`src/rtl/adder_controller.sv`:
```
// adder_controller
// Sequencing FSM for a four-operand adder datapath. A start in IDLE latches
// the operand-count mode and steps the datapath through load, add and
// result-capture phases, then pulses done for one cycle.
//
// Ports
//   clk            clock, rising edge
//   rst_n          asynchronous active-low reset
//   start          request a new summation (accepted only in IDLE)
//   mode[1:0]      00 = A+B, 01 = A+B+C, 10/11 = A+B+C+D
//   abort          cancel the sequence in progress (ignored in IDLE)
//   aload..dload   operand register load strobes
//   asel           A-path select
//   bsel[1:0]      accumulate select (00 A+B, 01 +C, 10 +D, 11 no-op)
//   output_enable  result register strobe
//   busy           high in every state except IDLE
//   done           one-cycle pulse, datapath result valid
//   aborted        one-cycle pulse, sequence cancelled
//   overrun        sticky, start seen while busy; cleared on accepted start
//   op_count[7:0]  completed summations, wraps at 255
//
// state  | meaning
// IDLE   | waiting for start
// LOAD   | capture all four operands
// ADD_AB | acc = A + B
// ADD_C  | acc += C
// ADD_D  | acc += D
// OUT    | capture acc into the result register
// DONE   | result valid, back to IDLE next cycle
module adder_controller (
   input  logic       clk,
   input  logic       rst_n,
   input  logic       start,
   input  logic [1:0] mode,
   input  logic       abort,
   output logic       aload,
   output logic       bload,
   output logic       cload,
   output logic       dload,
   output logic       asel,
   output logic [1:0] bsel,
   output logic       output_enable,
   output logic       busy,
   output logic       done,
   output logic       aborted,
   output logic       overrun,
   output logic [7:0] op_count
);

   typedef enum logic [2:0] {
      S_IDLE,
      S_LOAD,
      S_ADD_AB,
      S_ADD_C,
      S_ADD_D,
      S_OUT,
      S_DONE
   } state_t;

   state_t     state;
   state_t     nxt;
   logic [1:0] mode_q;

   // Normal sequencing; the step count comes from the latched mode only.
   always_comb begin
      nxt = state;
      if (state == S_IDLE) begin
         if (start) nxt = S_LOAD;
      end else if (abort) begin
         nxt = S_IDLE;
      end else begin
         unique case (state)
            S_LOAD:   nxt = S_ADD_AB;
            S_ADD_AB: nxt = (mode_q == 2'b00) ? S_OUT : S_ADD_C;
            S_ADD_C:  nxt = (mode_q == 2'b01) ? S_OUT : S_ADD_D;
            S_ADD_D:  nxt = S_OUT;
            S_OUT:    nxt = S_DONE;
            default:  nxt = S_IDLE;
         endcase
      end
   end

   // Outputs are registered alongside the state by decoding the next state,
   // so each output is a pure function of the state register's new value.
   always_ff @(posedge clk or negedge rst_n) begin
      if (!rst_n) begin
         state         <= S_IDLE;
         mode_q        <= 2'b00;
         aload         <= 1'b0;
         bload         <= 1'b0;
         cload         <= 1'b0;
         dload         <= 1'b0;
         asel          <= 1'b0;
         bsel          <= 2'b11;
         output_enable <= 1'b0;
         busy          <= 1'b0;
         done          <= 1'b0;
         aborted       <= 1'b0;
         overrun       <= 1'b0;
         op_count      <= 8'd0;
      end else begin
         state <= nxt;

         if (state == S_IDLE && start) begin
            mode_q  <= mode;
            overrun <= 1'b0;
         end else if (state != S_IDLE && start) begin
            overrun <= 1'b1;
         end

         aborted <= (state != S_IDLE) && abort;

         // Only OUT can reach DONE, so this is exactly "on entry to DONE".
         if (nxt == S_DONE) op_count <= op_count + 8'd1;

         aload         <= (nxt == S_LOAD);
         bload         <= (nxt == S_LOAD);
         cload         <= (nxt == S_LOAD);
         dload         <= (nxt == S_LOAD);
         asel          <= (nxt == S_ADD_AB);
         output_enable <= (nxt == S_OUT);
         busy          <= (nxt != S_IDLE);
         done          <= (nxt == S_DONE);
         unique case (nxt)
            S_ADD_AB: bsel <= 2'b00;
            S_ADD_C:  bsel <= 2'b01;
            S_ADD_D:  bsel <= 2'b10;
            default:  bsel <= 2'b11;
         endcase
      end
   end

endmodule

```
`config.mk`:
```
export PLATFORM = sky130hd
export DESIGN_NAME = adder_controller
export DESIGN_NICKNAME = d
export VERILOG_FILES = /design/src/rtl/adder_controller.sv
export SDC_FILE = /design/constraint.sdc
export NUM_CORES = 1
export LEC_CHECK = 0
export BUFFER_PORTS_ARGS = -buffer_cell sky130_fd_sc_hd__buf_2
export CAP_MARGIN = 20
export CORE_MARGIN = 1
export CORE_UTILIZATION = 55
export DETAILED_ROUTE_END_ITERATION = 8
export PLACE_DENSITY = 0.88
export SETUP_SLACK_MARGIN = 0.4
export SYNTH_ARGS = -nofsm -noshare
export SYNTH_HDL_FRONTEND = slang
export SYNTH_SLANG_ARGS = --single-unit
```
`constraint.sdc`:
```
create_clock -name clk -period 3.7 [get_ports clk]
set_input_delay 0 -clock clk [delete_from_list [all_inputs] [get_ports clk]]
set_output_delay 0 -clock clk [all_outputs]
set_load 0.02 [all_outputs]
```
# Yosys cells after proc, flatten, opt, wreduce, memory -nomap -nowiden
# Cells that the tools add are included.
[totals]
output_inout_bits = 20
wordCells = 41
in_bits = 6
register_bits = 22
[classes]
addsub = 1
n_eq_ne = 12
n_mux = 9
n_reduce_logical = 8
[ops]
columns = ["op", "count"]
rows = [
  ["== test 3 bit, second input constant", 5],
  ["case mux 3 bit (5 select lines)", 1],
  ["== test 3 x 2 -> 1 bit, second input constant", 4],
  ["two-way mux 3 bit", 4],
  ["adder 8 x 1 -> 8 bit, second input constant", 1],
  ["== test 3 x 1 -> 1 bit, second input constant", 2],
  ["case mux 2 bit (3 select lines)", 1],
  ["nonzero test 3 bit", 2],
  ["logical AND 1 bit", 3],
  ["zero test 3 bit", 1],
  ["two-way mux 1 bit", 3],
  ["== test 2 x 1 -> 1 bit, second input constant", 1],
  ["zero test 2 bit", 1],
  ["nonzero test 2 bit", 1],
]

# Depth between registers and ports, before layout
# Gate-level depths: netlist of run 1.
[logic_depth]
ltp_word = 7
ltp_mapped = 5
mapped_depth_nobuf = 3

# Worst setup path before layout of run 1
# No wires, ideal clock.
[synth_timing]
kind = "reg2reg"
startpoint = "register state[1]"
endpoint = "register op_count[1]"
path_stages_with_launch = 4
period_less_slack_ns = 1.299
setup_time_ns = 0.127
path_slack_ns = 2.401
required_ns = 3.573
arrival_time_ns = 1.171
n_path_buf = 1
cell_sequence = "dfrtp_1 -> nor4bb_4 -> buf_6 -> mux2_1"
[synth_via]
elab_chain_cells = 5
elab_cells_between_ends = 11
classes_between = "eq/ne (6); mux (4); reduce/logical (1)"
[synth_rtl]
columns = ["item", "line", "rtl"]
rows = [
  ["start, declared", "60", "state_t state;"],
  ["start signal, assigned", "102", "state <= nxt;"],
  ["== test 3 bit, or another cell as far along", "72", "unique case (state)"],
  ["case mux 3 bit (5 select lines)", "72", ""],
  ["two-way mux 3 bit", "69", "end else if (abort) begin"],
  ["two-way mux 3 bit *", "67", "if (state == S_IDLE) begin"],
  ["== test 3 bit *", "114", "if (nxt == S_DONE) op_count <= op_count + 8'd1;"],
  ["end signal, assigned", "114", ""],
  ["end, declared", "47", "output logic [7:0] op_count"],
]
# Mark *: on every way between the ends. The rest lies on a longest branch, timed or not.
# A chain may end at the register's enable or synchronous reset.

# Final worst setup path of run 1
[layout_timing]
startpoint = "register state[0]"
endpoint = "register op_count[1]"
# The elaborated chain is that of the path after synthesis.

==> qor.txt, run 1 <==
Detailed-route wire length: 1.65 mm
Pwr Total: 840 uW
Async SR Flop Fraction: 100%
Peak VDD IR: 458 uV
Ant diodes: 0
Footprint of the multi-input gates: 405 sq um
FP Rows: 15
Leak: 0.613 nW
Max-cap viol count: 0
Period utilization: 45.2%
Post-route ant nets: 0
Mapped cell area: 1030 sq um
Share of post-route cells with drive strength above 1: 34.5%
Count leader, synth: dfrtp_1
HP Class: in2async
Count of cell types in the netlist: 33
Via count: 718
Largest area contributor in the netlist: dfrtp_1
TNS Setup: 0 ns
Initial Util: 58.9%
Worst slew margin: 63.0%
Worst-skew pair later-pin latency: 0.30 ns
Clk_skew: 0.00699 ns
Total track usage: 19.1%
Clock transition at path regs: 0.12 ns
Clk root buf: clkbuf_4
# setup viols final: 0
FF+latch count, synth: 22
Vias/cell: 5.32
HPWL Detailed: 1.15 mm
Required @ worst endpoint: 3.90 ns
Synth Warn #: 0
H-tree levels: 1
Crit. Startpoint: state[0]$_DFF_PN0_
CTS tree: yes
Least-Margin Pin Slew: 0.555 ns
Largest net degree at the start of global routing: 23
Critical Path Source Type: register
Pwr/cell area: 697 nW/um^2
Num CTS Buffers: 3
I/O pin count: 26
Mean post-synth cell area: 12.2 sq um
Die height: 45.2 um
Initial drt markers: 14
Global route overflow: 0
Outcome: finished, final reports clean
Leading post-synthesis cells by cell area: dfrtp_1 (49%), dfstp_2 (5.1%), xnor2_1 (5.1%), buf_6 (3.3%), nor2_1 (2.9%)
PostCTS Resize Cnt: 0
CP arrival: 1.87 ns
Top post-synthesis cells by count: dfrtp_1 (20), nor2_1 (8), xnor2_1 (6), and3_1 (4), nand4_1 (4)
Post-layout min period: 1.67 ns
IO buf count: 25
DIE AREA: 2050 sq um
DRC viols: 0
Final-report hold violation count: 0
Vias in the first global route: 646
Max Fclk: 0.598 GHz
Final GP Congestion: 0.824
Crit Reg-Reg Startpoint: state[0]$_DFF_PN0_
Dominant synthesized flop cell: dfrtp_1
Post-Syn Nets: 91
Share of the synthesized area in the top cell type: 48.7%
# fillers: 130
TritonRoute pass-1 iters: 4
RSZ-0062 raised after global routing: no
Worst-path fanout max: 11
Layout net count: 118
Number of synthesized flops with an enable pin: 0
Area grow syn2layout: 17.2%
Register area share after synthesis: 53.8%
Initial antenna violation count: 0
Die W: 45.2 um
FF/Latch Area: 553 sq um
Clock sinks: 22
Post-DR wirelength/cell: 12.2 um
Syn Inst Count: 84
Setup Crit Path Kind: reg2reg
First-pass GRT wire length: 2.81 mm
Clock Path Buffers: 2
Core Area: 1750 sq um
Fin. max-slew vios: 0
CP endpoint kind: register
## kinds of logic (layout without fill, tap and decap cells)
kind of cell	Yosys count	count (layout)	synth area share, %
compound gates	10	10	8.03
xor+xnor	7	7	5.96
fa+ha+maj	1	1	1.22
buf+inv	9	35	6.81
flops	22	22	53.8
mux	3	3	3.28
simple gates	32	32	20.9
## registers in the layout, indices dropped and copies added (netlist names), 2 cells and up
| signal | count |
|---|---|
| op_count | 8 |
| state | 3 |
| bsel | 2 |
| mode_q | 2 |
## critical path, stage by stage, from the launching register on
cell and delay [ns]:
dfrtp_1 0.59, nor4bb_4 0.60, mux2_1 0.38
## power breakdown
group          internal [mW]  switching, mW  total (mW)
Sequential             0.310         0.0839       0.394
Clock                 0.0600         0.0669       0.127
Combinational          0.147          0.173       0.319
Total                  0.517          0.323       0.840
## cell usage in the layout (no fill, tap or decap), types with 2 or more instances in the layout
cell and count:
a21oi_1 3, and2b_1 2, and3_1 4, buf_2 25, clkbuf_4 3, dfrtp_1 20, dfstp_2 2, dlygate4sd3_1 5
mux2_2 2, nand2_1 2, nand2b_1 2, nand4_1 4, nor2_1 8, nor3_1 3, xnor2_1 6
## worst paths after layout
check,slack [ns],end,cells past startpoint
max in group asynchronous,3.16,bsel[1]$_DFF_PN1_,2
min in group clk,0.47,op_count[7]$_DFFE_PN0P_,1
worst min register to register,0.47,op_count[7]$_DFFE_PN0P_,1
worst min-delay path,0.18,op_count[5]$_DFFE_PN0P_,2
worst max register to register,2.03,op_count[1]$_DFFE_PN0P_,2
worst max-delay path,2.03,op_count[1]$_DFFE_PN0P_,2
## what timing repair did
item | CTS | global route
hold buffers | 5 | 0
setup buffers | 0 | 0
endpoints found under the hold margin | 28 | 0
## metrics by stage
step | hold slack, ns | utilization (%) | worst slack [ns] | std cells | area (sq um)
after floorplan | -0.296 | - | 2.40 | 84 | 1030
after global placement | -0.0293 | 64.1 | 2.09 | 126 | 1120
after detailed placement | -0.0163 | 64.1 | 2.04 | 126 | 1120
after CTS | 0.171 | 69.0 | 2.01 | 135 | 1200
after global routing | 0.230 | 69.0 | 1.93 | 135 | 1200
final | 0.182 | 69.0 | 2.03 | 135 | 1200
## routing by layer
layer / GRT usage [%] / wire, um / vias to the layer above / part of all wire [%]
met5: 0 / 0 / - / 0
met4: 10.3 / 13 / 0 / 0.79
met3: 4.00 / 83 / 2 / 5.0
met2: 29.0 / 763 / 22 / 46
met1: 25.6 / 784 / 349 / 48
li1: - / - / 345 / -
## final cells by class
cell class | instances | share of cell area, %
inverter | 1 | 0.312
clock buffer | 4 | 3.01
multi-input combinational | 53 | 33.6
sequential | 22 | 45.9
timing repair buffer | 30 | 14.5
tap | 25 | 2.60
Power figures use the tool's default switching activity.
==> run 2: changes to the inputs <==
--- a/config.mk
+++ b/config.mk
@@ -8,9 +8,9 @@
 export BUFFER_PORTS_ARGS = -buffer_cell sky130_fd_sc_hd__buf_2
 export CAP_MARGIN = 20
 export CORE_MARGIN = 1
-export CORE_UTILIZATION = 55
+export CORE_UTILIZATION = 46
 export DETAILED_ROUTE_END_ITERATION = 8
-export PLACE_DENSITY = 0.88
+export PLACE_DENSITY = 0.79
 export SETUP_SLACK_MARGIN = 0.4
 export SYNTH_ARGS = -nofsm -noshare
 export SYNTH_HDL_FRONTEND = slang
==> constraint.sdc (replaced) <==
create_clock -name clk -period 1.43 [get_ports clk]
set_input_delay 0 -clock clk [delete_from_list [all_inputs] [get_ports clk]]
set_output_delay 0 -clock clk [all_outputs]
set_load 0.02 [all_outputs]
==> run 2 against run 1 <==
  * Core utilization grew 0.71 points
  * Flip-flop and latch count is the same
  * Maximum frequency grew 20%
  * Via count grew 9.9%
  * Largest power group is now combinational logic
  * Clock skew grew 0.0060 ns
  * Count of clock-buffer cells in the layout is the same
  * Sequential power grew 140%
  * Largest cell class unchanged
==> qor.txt, run 2 (synthesized netlist as in run 1, its figures left out) <==
Top Registers: op_count (8), state (3)
HP Start: start
Period utilization: 97.5%
Hold_ws: 0.0460 ns
Max-cap viol count: 0
Worst-path fanout max: 3
Most frequent cells in the layout: buf_2 (25), dfrtp_1 (19), buf_4 (7)
Dpl ws: 0.0982 ns
Total track usage: 19.1%
Pwr/cell area: 1890 nW/um^2
Vias/cell: 5.30
RSZ-0062 raised after global routing: yes
Reg-to-reg endpoint: op_count[1]$_DFFE_PN0P_
Die W: 49.3 um
Global route overflow: 0
Area grow syn2layout: 37.1%
TNS Setup: 0 ns
Layout net count: 130
Detailed-route wire length: 2.22 mm
DRC viols: 0
Clk_skew: 0.0129 ns
I/O pin count: 26
H-tree levels: 1
Initial drt markers: 17
Clk root buf: clkbuf_4
CTS tree: yes
Largest net degree at the start of global routing: 23
Post-route ant nets: 0
Worst slew margin: 68.6%
DIE AREA: 2430 sq um
Hold Path Sink: overrun$_DFFE_PN0P_
Fin worst setup slack: 0.0357 ns
Max Fclk: 0.717 GHz
Clock transition at path regs: 0.13 ns
Ant diodes: 0
# setup viols final: 0
Setup Crit Path Kind: reg2reg
Max reg flops: 8
R2R depth: 3
HPWL Detailed: 1.30 mm
Hold path cells: 3
Critical Path Source Type: register
R2R setup slack: 0.04 ns
Via count: 789
Critical path cell sequence: nor4bb_4, buf_4, mux2_4
Vias in the first global route: 753
Final Cell Area: 1410 sq um
First-pass GRT wire length: 3.40 mm
Required @ worst endpoint: 1.62 ns
Initial antenna violation count: 0
Initial Util: 50.9%
CP endpoint kind: register
Clock sinks: 22
IO buf count: 25
Core Area: 2020 sq um
Die height: 49.3 um
Leak: 0.705 nW
Critical Path Slowest Stage Cell: dfrtp_1
Num CTS Buffers: 3
Peak VDD IR: 1140 uV
CP arrival: 1.59 ns
Most common cell after layout, fill and taps aside: buf_2
Final-report hold violation count: 0
Share of post-route cells with drive strength above 1: 54.9%
Max incr delay on CP: 0.44 ns
FP Rows: 16
TritonRoute pass-1 iters: 4
Area after DPL: 1190 sq um
Fin. max-slew vios: 0
Worst-skew pair later-pin latency: 0.31 ns
Crit Reg-Reg Startpoint: state[0]$_DFF_PN0_
Clock Path Buffers: 2
Post-layout min period: 1.39 ns
Final GP Congestion: 0.898
Least-Margin Pin Slew: 0.471 ns
Top reg by flops: op_count
Post-DR wirelength/cell: 14.9 um
Outcome: finished, final reports clean
HP Class: in2reg
-- run 2: power breakdown --
group / internal [mW] / total, mW / switching [mW]
clock: 0.155 / 0.342 / 0.187
sequential: 0.806 / 0.955 / 0.149
combinational: 0.652 / 1.37 / 0.715
total: 1.61 / 2.66 / 1.05
-- run 2: routing by layer --
metal | vias to the layer above | track usage, % | routed length, um
li1 | 369 | - | -
met1 | 399 | 23.7 | 977
met2 | 19 | 31.7 | 1160
met3 | 2 | 2.80 | 70
met4 | 0 | 10.3 | 12
met5 | - | 0 | 0
-- run 2: critical path, delay by kind of cell (launching register included) --
| family | cells | cell delay (ns) |
|---|---|---|
| DFF | 1 | 0.44 |
| and+or+nand+nor | 1 | 0.38 |
| muxes | 1 | 0.29 |
| buffers and inverters | 1 | 0.17 |
-- run 2: what timing repair did --
| action | CTS | global route |
|---|---|---|
| gates resized for setup | 4 | 18 |
| gates cloned | 0 | 1 |
| hold buffers | 4 | 0 |
| setup endpoints to repair | 19 | 20 |
| setup buffers | 5 | 2 |
| hold endpoints to repair | 27 | 0 |
| pin swaps | 9 | 4 |
-- run 2: worst max path at each step --
stage / from / to / depth (start not counted)
final: state[0]$_DFF_PN0_ / op_count[1]$_DFFE_PN0P_ / 3
after global routing: state[0]$_DFF_PN0_ / op_count[7]$_DFFE_PN0P_ / 4
after CTS: state[2]$_DFF_PN0_ / op_count[7]$_DFFE_PN0P_ / 4
after detailed placement: state[0]$_DFF_PN0_ / op_count[7]$_DFFE_PN0P_ / 4
after global placement: state[0]$_DFF_PN0_ / op_count[4]$_DFFE_PN0P_ / 4
after floorplan: state[1]$_DFF_PN0_ / op_count[1]$_DFFE_PN0P_ / 3
-- run 2: final cells by class --
cell class,instances,area (sq um)
fill,139,612
tap,27,33.8
clock buffer,4,36.3
inverter,1,3.75
sequential,22,554
timing repair buffer,42,285
multi-input combinational,53,497
-- run 2: per-stage QoR --
stage	utilization, %	total power [mW]	cells
CTS	65.0	2.42	146
global route	69.7	2.81	149
floorplan	-	1.76	84
detailed placement	58.7	2.00	133
global placement	58.7	1.97	133
finish	69.7	2.66	149
==> run 3: changes to the inputs <==
--- a/config.mk
+++ b/config.mk
@@ -7,10 +7,10 @@
 export LEC_CHECK = 0
 export BUFFER_PORTS_ARGS = -buffer_cell sky130_fd_sc_hd__buf_2
 export CAP_MARGIN = 20
-export CORE_MARGIN = 1
-export CORE_UTILIZATION = 46
+export CORE_UTILIZATION = 48
+export CTS_BUF_LIST = sky130_fd_sc_hd__clkbuf_8
 export DETAILED_ROUTE_END_ITERATION = 8
-export PLACE_DENSITY = 0.79
+export PLACE_DENSITY = 0.82
 export SETUP_SLACK_MARGIN = 0.4
 export SYNTH_ARGS = -nofsm -noshare
 export SYNTH_HDL_FRONTEND = slang
==> run 3 against run 2 <==
  * Core utilization grew 1.2 points
  * Worst setup slack better by 0.088 ns
  * Via count down 5.1%
  * Power grew 5.1%
  * Count of clock-buffer cells in the layout shrank 1
  * Sequential power shrank 2.1%
  * Critical path depth up 1
  * Global-route usage about the same
  * Wire length fell by 8.5%
  * Largest power group unchanged
  * Sequential share of layout area increased by 0.051 points
  * Maximum frequency rose by 6.8%
  * Critical endpoint is now output_enable$_DFF_PN0_
  * Non-clock buffer count shrank 2
==> qor.txt, run 3 (synthesized netlist as in run 1, its figures left out) <==
Critical path cell sequence: buf_4, nand3b_4, a221oi_2, and3_1
Top Registers: op_count (8), state (3)
Initial antenna violation count: 0
Clk_skew: 0.00389 ns
Global route overflow: 0
I/O pin count: 26
Clock sinks: 22
Dpl ws: 0.144 ns
Non-Filler Instances: 147
Fin. max-slew vios: 0
Total track usage: 19.1%
Comb pwr share: 46.1%
Final-report hold violation count: 0
Fin worst setup slack: 0.124 ns
Max Fclk: 0.766 GHz
Period utilization: 91.3%
Num CTS Buffers: 3
Largest net degree at the start of global routing: 23
Core Area: 1980 sq um
Worst-path fanout max: 5
Post-route ant nets: 0
Die W: 48.3 um
H-tree levels: 1
Clock transition at path regs: 0.08 ns
CP endpoint kind: register
Vias in the first global route: 646
Net Sw Power: 1.01 mW
Most common cell after layout, fill and taps aside: buf_2
# setup viols final: 0
Final GP Congestion: 0.807
Layout net count: 128
Max reg flops: 8
Setup Crit Path Kind: reg2reg
Placed insts: 134
Via count: 749
RSZ-0062 raised after global routing: yes
Vias/cell: 5.10
Post-DR wirelength/cell: 13.8 um
TNS Setup: 0 ns
Max-cap viol count: 0
Detailed-route wire length: 2.03 mm
Area grow syn2layout: 36.6%
HPWL Detailed: 1.32 mm
First-pass GRT wire length: 3.01 mm
IO buf count: 25
# fillers: 135
Pwr Total: 2.80 mW
Worst-skew pair later-pin latency: 0.26 ns
Worst path top cell family by delay: flip-flops
Initial drt markers: 19
Least-Margin Pin Slew: 0.485 ns
Critical Path Source Type: register
Outcome: finished, final reports clean
Clock Path Buffers: 2
Pwr/cell area: 1990 nW/um^2
Max incr delay on CP: 0.42 ns
Post-layout min period: 1.31 ns
Int Pwr: 1.79 mW
DIE AREA: 2330 sq um
Hold_ws: 0.0738 ns
Ant diodes: 0
TritonRoute pass-1 iters: 4
CTS tree: yes
Switching part of the total: 35.9%
CP bufs+invs: 1
Leak: 0.707 nW
CP arrival: 1.51 ns
Worst slew margin: 67.6%
Share of post-route cells with drive strength above 1: 52.5%
Initial Util: 51.9%
Most frequent cells in the layout: buf_2 (25), dfrtp_1 (20), buf_4 (8)
Critical Path Slowest Stage Cell: dfrtp_1
HP Class: in2reg
Top reg by flops: op_count
Clk root buf: clkbuf_8
DRC viols: 0
Clock power share: 20.6%
FP Rows: 16
Required @ worst endpoint: 1.63 ns
Flop pwr share: 33.4%
R2R setup slack: 0.12 ns
Peak VDD IR: 1520 uV
Die height: 48.3 um
run 3: worst paths after layout:
kind,startpoint,to,cells after the start
max in group asynchronous,rst_n,bsel[1]$_DFF_PN1_,2
worst min-delay path,abort,state[1]$_DFF_PN0_,2
worst max-delay path,state[1]$_DFF_PN0_,output_enable$_DFF_PN0_,4
worst min register to register,op_count[7]$_DFFE_PN0P_,op_count[7]$_DFFE_PN0P_,1
min in group asynchronous,rst_n,state[1]$_DFF_PN0_,2
worst max register to register,state[1]$_DFF_PN0_,output_enable$_DFF_PN0_,4
run 3: power groups by stage:
stage          logic (mW)  registers [mW]  clock network [mW]
2_1_floorplan       0.678            1.08                   0
3_3_place_gp         1.04           0.931                   0
3_5_place_dp         1.08           0.938                   0
4_1_cts              1.13           0.931               0.579
5_1_grt              1.39           0.969               0.609
6_report             1.29           0.935               0.576
run 3: timing repair:
| item | 4_1_cts | 5_1_grt |
|---|---|---|
| hold endpoints to repair | 22 | 0 |
| pin swaps | 2 | 3 |
| resized for setup | 5 | 10 |
| buffers inserted | 3 | 3 |
| hold buffers | 3 | 0 |
| endpoints found under the setup margin | 18 | 20 |
run 3: final cells by class:
class	count	area (sq um)	area share, %
repair buffers	40	260	18.5
clock buffers	3	41.3	2.94
clock inverters	1	30.0	2.14
well taps	27	33.8	2.40
flip-flops and latches	22	553	39.4
multi-input cells	53	483	34.4
inverters	1	3.75	0.267
run 3: metrics by stage:
step / cell area (sq um) / util, %
6_report: 1410 / 70.9
3_3_place_gp: 1190 / 60.3
2_1_floorplan: 1060 / -
4_1_cts: 1340 / 67.4
3_5_place_dp: 1190 / 60.3
5_1_grt: 1410 / 70.9
run 3: worst register-to-register path: cells and delay by family, from the launching register on:
kind | cells | cell delay [ns]
buffers and inverters | 1 | 0.20
AO/OA/AOI/OAI | 1 | 0.31
AND/OR/NAND/NOR | 2 | 0.31
flip-flops | 1 | 0.42
run 3: per-layer routing:
layer  vias up  global-route usage [%]  routed length [um]
li1        363                       -                   -
met3         2                    2.59                  55
met2        13                    29.3                1000
met1       371                    27.3                 952
met5         -                       0                   0
met4         0                    7.78                  21
